==> src/rtl/frame_sequencer_pkg.sv <==
// Shared constants for the frame sequencer and its key debouncers.
//   - 3-bit sequencer state encodings
//   - platform geometry (PLATSIZE, PLATY)
//   - default frame and debounce periods for a 50 MHz clock
//   - colour used for the erase pass
package frame_sequencer_pkg;

  localparam logic [2:0] S_IDLE       = 3'd0;
  localparam logic [2:0] S_ERASE_GO   = 3'd1;
  localparam logic [2:0] S_ERASE_WAIT = 3'd2;
  localparam logic [2:0] S_MOVE       = 3'd3;
  localparam logic [2:0] S_DRAW_GO    = 3'd4;
  localparam logic [2:0] S_DRAW_WAIT  = 3'd5;

  localparam int unsigned PLATSIZE = 16;
  localparam int unsigned PLATY    = 110;

  // 60 Hz frame and 5 ms debounce at 50 MHz
  localparam int unsigned FRAME_CYCLES_DEF    = 833333;
  localparam int unsigned DEBOUNCE_CYCLES_DEF = 250000;

  localparam logic [2:0] COLOUR_BLACK = 3'b000;

endpackage

==> src/rtl/frame_sequencer_key_debounce.sv <==
// key_debounce: two-flop synchroniser and debounce filter for one raw push-button.
//   clk    in  system clock
//   resetn in  synchronous active-low reset
//   key_n  in  raw active-low button, asynchronous to clk
//   held   out debounced active-high level (1 = pressed)
module key_debounce #(
  parameter int unsigned DEBOUNCE_CYCLES = 250000
) (
  input  logic clk,
  input  logic resetn,
  input  logic key_n,
  output logic held
);

  localparam int unsigned DW = (DEBOUNCE_CYCLES > 1) ? $clog2(DEBOUNCE_CYCLES) : 1;
  localparam logic [DW-1:0] CNT_LAST = DW'(DEBOUNCE_CYCLES - 1);

  // Inverted ahead of the flops so a reset value of 0 means "released" throughout.
  logic          sync1_q, sync2_q;
  logic          held_q;
  logic [DW-1:0] cnt_q;

  always_ff @(posedge clk) begin
    if (!resetn) begin
      sync1_q <= 1'b0;
      sync2_q <= 1'b0;
      held_q  <= 1'b0;
      cnt_q   <= '0;
    end else begin
      sync1_q <= ~key_n;
      sync2_q <= sync1_q;
      if (sync2_q == held_q) begin
        cnt_q <= '0;
      end else if (cnt_q == CNT_LAST) begin
        // DEBOUNCE_CYCLES consecutive differing cycles seen
        held_q <= sync2_q;
        cnt_q  <= '0;
      end else begin
        cnt_q <= cnt_q + 1'b1;
      end
    end
  end

  assign held = held_q;

endmodule

==> src/rtl/frame_sequencer.sv <==
// frame_sequencer: once per frame runs erase-old, move, draw-new for the platform drawer.
//   clk, resetn       system clock, synchronous active-low reset
//   key_left_n/right  raw active-low buttons
//   left, right       debounced requests, both masked when both keys held
//   enable            one-cycle move strobe
//   draw              one-cycle draw-start strobe (erase and redraw passes)
//   erase             high across the erase pass; colour mux forces black
//   busy              sequence in progress
//   frame_tick        one-cycle pulse at the frame boundary
//   overrun           one-cycle pulse when a tick lands while busy
module frame_sequencer
  import frame_sequencer_pkg::*;
#(
  parameter int unsigned FRAME_CYCLES    = FRAME_CYCLES_DEF,
  parameter int unsigned DRAW_CYCLES     = PLATSIZE + 2,
  parameter int unsigned DEBOUNCE_CYCLES = DEBOUNCE_CYCLES_DEF
) (
  input  logic clk,
  input  logic resetn,
  input  logic key_left_n,
  input  logic key_right_n,
  output logic left,
  output logic right,
  output logic enable,
  output logic draw,
  output logic erase,
  output logic busy,
  output logic frame_tick,
  output logic overrun
);

  localparam int unsigned FW = (FRAME_CYCLES > 1) ? $clog2(FRAME_CYCLES) : 1;
  localparam int unsigned WW = (DRAW_CYCLES > 1) ? $clog2(DRAW_CYCLES) : 1;
  localparam logic [FW-1:0] FRAME_LAST = FW'(FRAME_CYCLES - 1);
  localparam logic [WW-1:0] WAIT_LAST  = WW'(DRAW_CYCLES - 1);

  logic          held_left, held_right;
  logic [FW-1:0] frame_cnt_q;
  logic [WW-1:0] wait_cnt_q, wait_cnt_d;
  logic [2:0]    state_q, state_d;

  key_debounce #(.DEBOUNCE_CYCLES(DEBOUNCE_CYCLES)) u_key_left (
    .clk   (clk),
    .resetn(resetn),
    .key_n (key_left_n),
    .held  (held_left)
  );

  key_debounce #(.DEBOUNCE_CYCLES(DEBOUNCE_CYCLES)) u_key_right (
    .clk   (clk),
    .resetn(resetn),
    .key_n (key_right_n),
    .held  (held_right)
  );

  assign left  = held_left & ~held_right;
  assign right = held_right & ~held_left;

  // Free-running frame counter, never stalled by the sequence
  always_ff @(posedge clk) begin
    if (!resetn) begin
      frame_cnt_q <= '0;
    end else if (frame_cnt_q == FRAME_LAST) begin
      frame_cnt_q <= '0;
    end else begin
      frame_cnt_q <= frame_cnt_q + 1'b1;
    end
  end

  assign frame_tick = (frame_cnt_q == FRAME_LAST);

  always_comb begin
    state_d    = state_q;
    wait_cnt_d = wait_cnt_q + 1'b1;
    case (state_q)
      S_IDLE: begin
        if (frame_tick) state_d = S_ERASE_GO;
      end
      S_ERASE_GO: begin
        state_d    = S_ERASE_WAIT;
        wait_cnt_d = '0;
      end
      S_ERASE_WAIT: begin
        if (wait_cnt_q == WAIT_LAST) state_d = S_MOVE;
      end
      S_MOVE: begin
        state_d = S_DRAW_GO;
      end
      S_DRAW_GO: begin
        state_d    = S_DRAW_WAIT;
        wait_cnt_d = '0;
      end
      S_DRAW_WAIT: begin
        if (wait_cnt_q == WAIT_LAST) state_d = S_IDLE;
      end
      default: begin
        state_d = S_IDLE;
      end
    endcase
  end

  always_ff @(posedge clk) begin
    if (!resetn) begin
      state_q    <= S_IDLE;
      wait_cnt_q <= '0;
    end else begin
      state_q    <= state_d;
      wait_cnt_q <= wait_cnt_d;
    end
  end

  always_comb begin
    draw    = (state_q == S_ERASE_GO) || (state_q == S_DRAW_GO);
    erase   = (state_q == S_ERASE_GO) || (state_q == S_ERASE_WAIT);
    enable  = (state_q == S_MOVE);
    busy    = (state_q != S_IDLE);
    // A tick while busy is dropped; flag it instead
    overrun = frame_tick && (state_q != S_IDLE);
  end

endmodule

==> config.mk <==
export PLATFORM = sky130hd
export DESIGN_NAME = frame_sequencer
export DESIGN_NICKNAME = d
export VERILOG_FILES = /design/src/rtl/frame_sequencer_pkg.sv /design/src/rtl/frame_sequencer_key_debounce.sv /design/src/rtl/frame_sequencer.sv
export SDC_FILE = /design/constraint.sdc
export NUM_CORES = 1
export LEC_CHECK = 0
export ABC_AREA = 1
export ABC_CLOCK_PERIOD_IN_PS = 1650
export CAP_MARGIN = 10
export CORE_AREA = 4 4 147 78
export DETAILED_ROUTE_END_ITERATION = 10
export DIE_AREA = 0 0 151 82
export PLACE_DENSITY_LB_ADDON = 0.3
export SYNTH_ARGS = -nofsm -noshare
export SYNTH_HDL_FRONTEND = slang
export SYNTH_SLANG_ARGS = --single-unit
==> constraint.sdc <==
create_clock -name clk -period 1.65 [get_ports clk]
set_input_delay 0.33 -clock clk [delete_from_list [all_inputs] [get_ports clk]]
set_output_delay 0.33 -clock clk [all_outputs]
set_load 0.01 [all_outputs]
==> results of run 1 <==
-- worst min-delay path: stages, from the launching register on --
cell     delay, ns
dfxtp_1       0.30
nand2_1       0.04
inv_1         0.04
-- kinds of logic after synthesis --
family / share of synthesized area
compound gates: 0.0597
xor+xnor: 0.0453
fa+ha+maj: 0.0216
buf+inv: 0.0808
flops: 0.402
simple gates: 0.390
-- routing by layer --
metal	vias to the layer above	global-route usage
li1	1748	-
met1	1515	0.151
met2	45	0.237
met3	13	0.0447
met4	0	0.0552
met5	-	0
-- sequential cells by signal, summed over array words and instances (netlist names) --
| signal | count |
|---|---|
| u_key_left.held | 1 |
| u_key_left.sync2_q | 1 |
| u_key_right.cnt_q | 18 |
| u_key_left.sync1_q | 1 |
| u_key_right.sync2_q | 1 |
| u_key_left.cnt_q | 18 |
| frame_cnt_q | 20 |
| state_q | 3 |
| wait_cnt_q | 5 |
| u_key_right.sync1_q | 1 |
| u_key_right.held | 1 |
-- cell usage after synthesis (all sizes together) --
cell,number,area [um^2]
buf,4,37.5
nand3,42,215
nand2,97,374
nor3b,6,45.0
inv,65,244
or2,8,52.6
dfxtp,70,1400
nand3b,3,22.5
ha,6,75.1
xnor2,5,43.8
xor2,13,114
nand4,15,93.8
o21ai,8,40.0
a31oi,1,6.26
o2111ai,1,8.76
nor4,5,46.3
nor3,22,115
a21oi,29,153
nor2,95,394
-- timing repair --
action / 4_1_cts / 5_1_grt
setup endpoints to repair: 8 / 29
buffers inserted: 1 / 0
gates resized for setup: 24 / 31
hold buffers: 0 / 0
pin swaps: 4 / 10
gates cloned: 0 / 0
hold endpoints to repair: 0 / 0
-- stage by stage --
| step | hold WS [ns] | instances | TNS [ns] | total power [mW] | cell area (um^2) |
|---|---|---|---|---|---|
| global placement | 0.401 | 698 | -0.471 | 2.32 | 4160 |
| floorplan | 0.390 | 495 | 0 | 2.05 | 3480 |
| CTS | 0.411 | 715 | -0.170 | 4.24 | 4480 |
| detailed placement | 0.398 | 698 | -0.694 | 2.32 | 4160 |
| finish | 0.409 | 715 | -0.197 | 4.19 | 4540 |
| global route | 0.440 | 715 | -0.438 | 4.40 | 4540 |
-- report_power, final --
group          switching, mW  internal, mW  total [mW]
Sequential            0.0409          1.75        1.79
Combinational          0.260         0.243       0.502
Clock                  0.722          1.17        1.89
Total                   1.02          3.16        4.19
-- cell type report --
class                           count  share of cell area
Multi-Input combinational cell    356               0.419
Sequential cell                    70               0.310
Timing Repair Buffer               68               0.114
Inverter                           65              0.0537
Clock buffer                       11              0.0512
Tap cell                          140              0.0385
Clock inverter                      5              0.0132
-- how the worst max path moves through the flow --
stage / startpoint / end / depth (start not counted)
6_report: frame_cnt_q[14] / overrun / 4
5_1_grt: frame_cnt_q[14] / overrun / 4
4_1_cts: frame_cnt_q[18] / overrun / 5
3_5_place_dp: frame_cnt_q[5] / overrun / 5
3_3_place_gp: frame_cnt_q[5] / overrun / 5
2_1_floorplan: u_key_left.cnt_q[0] / u_key_left.cnt_q[0] / 8
==> run_results.csv, run 1 <==
group,metric,value,unit
synth,yosys.cell_types.count,30,
clocking,clock_tree.buffer_depth,2,
drt,dr.pass1.iters,4,
grt,grt_util_all_layers,0.134,
timing,worst_clk_skew,0.00830,ns
final_layout,diodes,0,
status,violations_in_the_final_reports,"setup timing",
clocking,root_buffer,"clkbuf_16",
timing,min_cycle_time_layout,1.79,ns
worst_setup_path,kind_of_end_point_of_the_critical_path,"output pin",
floorplanning,core_area,10100,um^2
timing,finalHoldViolCount,0,
drt,met2RoutedLength,3620,um
clocking,cts.sink_count,70,
placed_design,port-buffer-count,11,
final_layout,drive_gt1_frac,0.230,
final_layout,multi_input_comb_area,1900,um^2
drt,ant_nets,0,
min_path,worstHoldStart,"u_key_right.sync1_q",
grt,grt_antenna_before_repair,0,
timing,setup_ws,-0.144,ns
synth,synth-warning-count,0,
timing,layout_worst_path_cycle_share,1.09,
synth,synth.avg_cell_area,7.03,um^2
synth,synthCells,495,
drt,wire_per_inst,10.7,um
drt,top_layer,"met4",
power,powerDensity,921,nW/um^2
final_layout,final_util,0.451,
worst_setup_path,arrival,1.46,ns
grt,first_global_vias,3004,
drt,wirelength,7670,um
synth,synthesis.area,3480,um^2
floorplanning,effective_utilization_at_floorplan,0.345,
drt,drc,0,
power,worst_ir_drop_vdd,509,uV
floorplanning,die-area,12400,um^2
grt,grt_first_pass_wirelength,13200,um
clocking,clock_insertion_delay_worst_skew,0.34,ns
worst_setup_path,max_stage_delay,0.35,ns
drt,routedLengthMet1,3610,um
timing,maxSlewViolCount,0,
timing,max_slew.worst_pin.slew,0.370,ns
worst_setup_path,cp.required,1.32,ns
power,power.leakage,1.61,nW
synth,mappedNetlistNets,505,
drt,wl_met3,291,um
floorplanning,floorplan.die.width,151,um
placed_design,hpwlAfterDp,5660,um
synth,synth.ff_latch_count,70,
clocking,clk_pin_slew_worst_paths,0.06,ns
worst_setup_path,setup.worst_path.class,"register to output pin",
run,maxCapViolations,0,
worst_setup_path,worst_path_cell_trace,"nor4_2 > nand3_2 > nor3_2 > buf_2",
worst_setup_path,worst_r2r_startpoint,"frame_cnt_q[3]",
timing,finalSetupViolations,2,
clocking,cts_htree_levels,3,
final_layout,finalNetCount,580,
placed_design,place.gp.congestion,0.842,
min_path,worst_hold_path_type,"register to register",
drt,vias_per_cell,4.64,
final_layout,synthToLayoutAreaGrowth,30.5,%
grt,globalRouteOverflowTotal,0,
worst_setup_path,reg2reg_depth,9,
worst_setup_path,critical_path_buf_inv_count,1,
clocking,tritoncts,"built",
worst_setup_path,start_kind,"register",
drt,detailed_route_via_count,3321,
worst_setup_path,critPathTopFamily,"simple AND/OR/NAND/NOR gates",
floorplanning,design.portCount,12,
worst_setup_path,reg2reg_setup_slack,0.09,ns
final_layout,final_cell_mix,"nand2_1, nor2_1, dfxtp_1",
synth,part_of_the_yosys_area_used_for_sequential_elements,0.402,
min_path,whs_endpoint,"u_key_right.sync2_q",
floorplanning,die_h,82,um
floorplanning,floorplan.rows,26,
min_path,min_delay_path_depth,2,
final_layout,seqCellArea,1410,um^2
worst_setup_path,critical-path-slowest-cell,"nor4_2",
timing,grt_setup_unrepaired,"true",
final_layout,fillerInstances,1069,
grt,maximum_number_of_pins_on_one_net_before_global_route_repair,19,
worst_setup_path,reg2reg_to,"frame_cnt_q[12]",
placed_design,preCtsSetupSlack,-0.295,ns
status,outcome,"finished, violations left",
timing,max-slew-margin-rel,0.752,
drt,drt_first_iter_violations,162,
final_layout,mostFrequentLayoutCell,"nand2_1",
worst_setup_path,critPathMaxFanout,2,
clocking,cts_inserted_buffers,9,
timing,maxClockFrequency,557,MHz
Power figures use the tool's default switching activity.
==> run 2: changes to the inputs <==
--- a/config.mk
+++ b/config.mk
@@ -9,6 +9,7 @@
 export ABC_CLOCK_PERIOD_IN_PS = 1650
 export CAP_MARGIN = 10
 export CORE_AREA = 4 4 147 78
+export CTS_BUF_LIST = sky130_fd_sc_hd__clkbuf_16
 export DETAILED_ROUTE_END_ITERATION = 10
 export DIE_AREA = 0 0 151 82
 export PLACE_DENSITY_LB_ADDON = 0.3
==> run 2 against run 1 <==
  * The run still ends with setup timing left
  * Clock skew is essentially flat
  * Total power down 0.30%
  * Hold slack hardly changed
  * Sequential share of layout area unchanged
  * Design area stayed put
  * Die area unchanged
  * Critical path depth unchanged
  * Sequential power barely moved
  * Largest cell class unchanged
==> run_results.csv, run 2 (synthesized netlist as in run 1, its figures left out) <==
group,metric,value,unit
status,outcome,"finished, violations left",
status,violations_in_the_final_reports,"setup timing",
grt,globalRouteOverflowTotal,0,
drt,drt_first_iter_violations,157,
timing,max-slew-margin-rel,0.743,
min_path,worst_hold_path_type,"register to register",
timing,maxClockFrequency,558,MHz
clocking,cts.sink_count,70,
power,seq_power_share,0.429,
power,powerDensity,919,nW/um^2
worst_setup_path,reg2reg_setup_slack,0.10,ns
drt,wire_per_inst,10.7,um
worst_setup_path,start_kind,"register",
drt,drc,0,
grt,most_used_routing_layer,"met2",
power,switchingPower,1.02,mW
worst_setup_path,reg2reg_to,"frame_cnt_q[12]",
clocking,clock_tree.buffer_depth,2,
floorplanning,design.portCount,12,
placed_design,hpwlAfterDp,5660,um
final_layout,finalNetCount,580,
final_layout,largest-register,"frame_cnt_q",
floorplanning,core_area,10100,um^2
final_layout,largestRegisters,"frame_cnt_q: 20 flops, u_key_left.cnt_q: 18 flops, u_key_right.cnt_q: 18 flops",
min_path,min_delay_path_depth,2,
power,power_frac_comb,0.120,
timing,finalSetupViolations,2,
floorplanning,die_h,82,um
grt,grt.met1_usage,0.151,
clocking,root_buffer,"clkbuf_16",
drt,vias_per_cell,4.64,
final_layout,final_cell_mix,"nand2_1, nor2_1, inv_1, dfxtp_1, buf_4",
drt,ant_nets,0,
timing,layout_worst_path_cycle_share,1.09,
clocking,cts_htree_levels,3,
min_path,worstHoldStart,"u_key_right.sync1_q",
power,power.leakage,1.62,nW
final_layout,mostFrequentLayoutCell,"nand2_1",
clocking,cts.hold.buffers_added,0,
grt,met3_grt_util,0.0447,
final_layout,fin_area,4540,um^2
grt,maximum_number_of_pins_on_one_net_before_global_route_repair,19,
drt,wirelength,7680,um
placed_design,port-buffer-count,11,
worst_setup_path,arrival,1.46,ns
drt,dr.pass1.iters,4,
timing,maxSlewViolCount,0,
power,worst_ir_drop_vdd,509,uV
timing,finalHoldViolCount,0,
placed_design,postPlaceCellArea,4160,um^2
timing,grt_setup_unrepaired,"true",
worst_setup_path,setup.worst_path.class,"register to output pin",
floorplanning,effective_utilization_at_floorplan,0.345,
clocking,cts_inserted_buffers,9,
final_layout,final_util,0.451,
final_layout,largest_register_ff_count,20,
timing,max_slew.worst_pin.slew,0.382,ns
final_layout,synthToLayoutAreaGrowth,30.5,%
grt,grt_util_all_layers,0.134,
min_path,whs_endpoint,"u_key_right.sync2_q",
floorplanning,floorplan.rows,26,
clocking,clock_insertion_delay_worst_skew,0.34,ns
worst_setup_path,critPathMaxFanout,2,
floorplanning,floorplan.die.width,151,um
power,clock_network_fraction_of_total_power,0.451,
power,internal_power_consumption,3.15,mW
drt,detailed_route_via_count,3317,
clocking,clk_pin_slew_worst_paths,0.06,ns
run,maxCapViolations,0,
power,netSwitchingFraction,0.245,
placed_design,place.gp.congestion,0.842,
worst_setup_path,worst_r2r_startpoint,"frame_cnt_q[3]",
clocking,tritoncts,"built",
final_layout,drive_gt1_frac,0.230,
worst_setup_path,kind_of_end_point_of_the_critical_path,"output pin",
timing,worst_clk_skew,0.00818,ns
final_layout,diodes,0,
placed_design,preCtsSetupSlack,-0.295,ns
grt,grt_first_pass_wirelength,13200,um
timing,min_cycle_time_layout,1.79,ns
floorplanning,die-area,12400,um^2
grt,first_global_vias,3004,
timing,setup_ws,-0.144,ns
worst_setup_path,cp.required,1.32,ns
worst_setup_path,reg2reg_depth,9,
grt,grt_antenna_before_repair,0,
grt,grt.met2_usage,0.237,
-- run 2: cell count changes in the layout (fill, tap and decap cells not counted), sizes merged --
cell,before,now
clkbuf,15,13
inv,65,67
-- run 2: metrics by stage --
| stage | hold WS (ns) | setup TNS (ns) | power [mW] | instances |
|---|---|---|---|---|
| CTS | 0.411 | -0.170 | 4.23 | 715 |
| finish | 0.409 | -0.195 | 4.17 | 715 |
| global route | 0.440 | -0.438 | 4.39 | 715 |
| detailed placement | 0.398 | -0.694 | 2.32 | 698 |
| floorplan | 0.390 | 0 | 2.05 | 495 |
| global placement | 0.401 | -0.471 | 2.32 | 698 |
-- run 2: final cells by class --
cell class	count	area, um^2
Clock buffer	9	225
Multi-Input combinational cell	356	1900
Timing Repair Buffer	68	518
Sequential cell	70	1410
Clock inverter	7	67.6
Inverter	65	244
Fill cell	1069	5540
Tap cell	140	175
-- run 2: critical path, cell delays in order, from the launching register on --
cell and delay, ns:
dfxtp_1 0.33, nor4_2 0.35, nand3_2 0.13, nor3_2 0.18, buf_2 0.15
-- run 2: repair_timing --
action / CTS / global route
pin swaps: 4 / 10
setup buffers: 1 / 0
setup endpoints to repair: 8 / 29
resized for setup: 24 / 31
-- run 2: layer usage --
layer | share of wire | up-vias
li1 | - | 1748
met1 | 0.47 | 1509
met2 | 0.47 | 47
met3 | 0.037 | 13
met4 | 0.020 | 0
met5 | 0 | -
-- run 2: power by group through the flow --
stage | combinational, mW | clock [mW] | sequential [mW]
4_1_cts | 0.502 | 1.94 | 1.79
3_5_place_dp | 0.501 | 0 | 1.82
3_3_place_gp | 0.496 | 0 | 1.82
2_1_floorplan | 0.227 | 0 | 1.83
6_report | 0.502 | 1.88 | 1.79
5_1_grt | 0.573 | 2.02 | 1.80
-- run 2: worst max path at each step --
stage	startpoint	end	slack, ns	depth (start not counted)
floorplan	u_key_left.cnt_q[0]	u_key_left.cnt_q[0]	0.03	8
finish	frame_cnt_q[14]	overrun	-0.14	4
global route	frame_cnt_q[14]	overrun	-0.26	4
CTS	frame_cnt_q[18]	overrun	-0.12	5
detailed placement	frame_cnt_q[5]	overrun	-0.30	5
global placement	frame_cnt_q[5]	overrun	-0.27	5
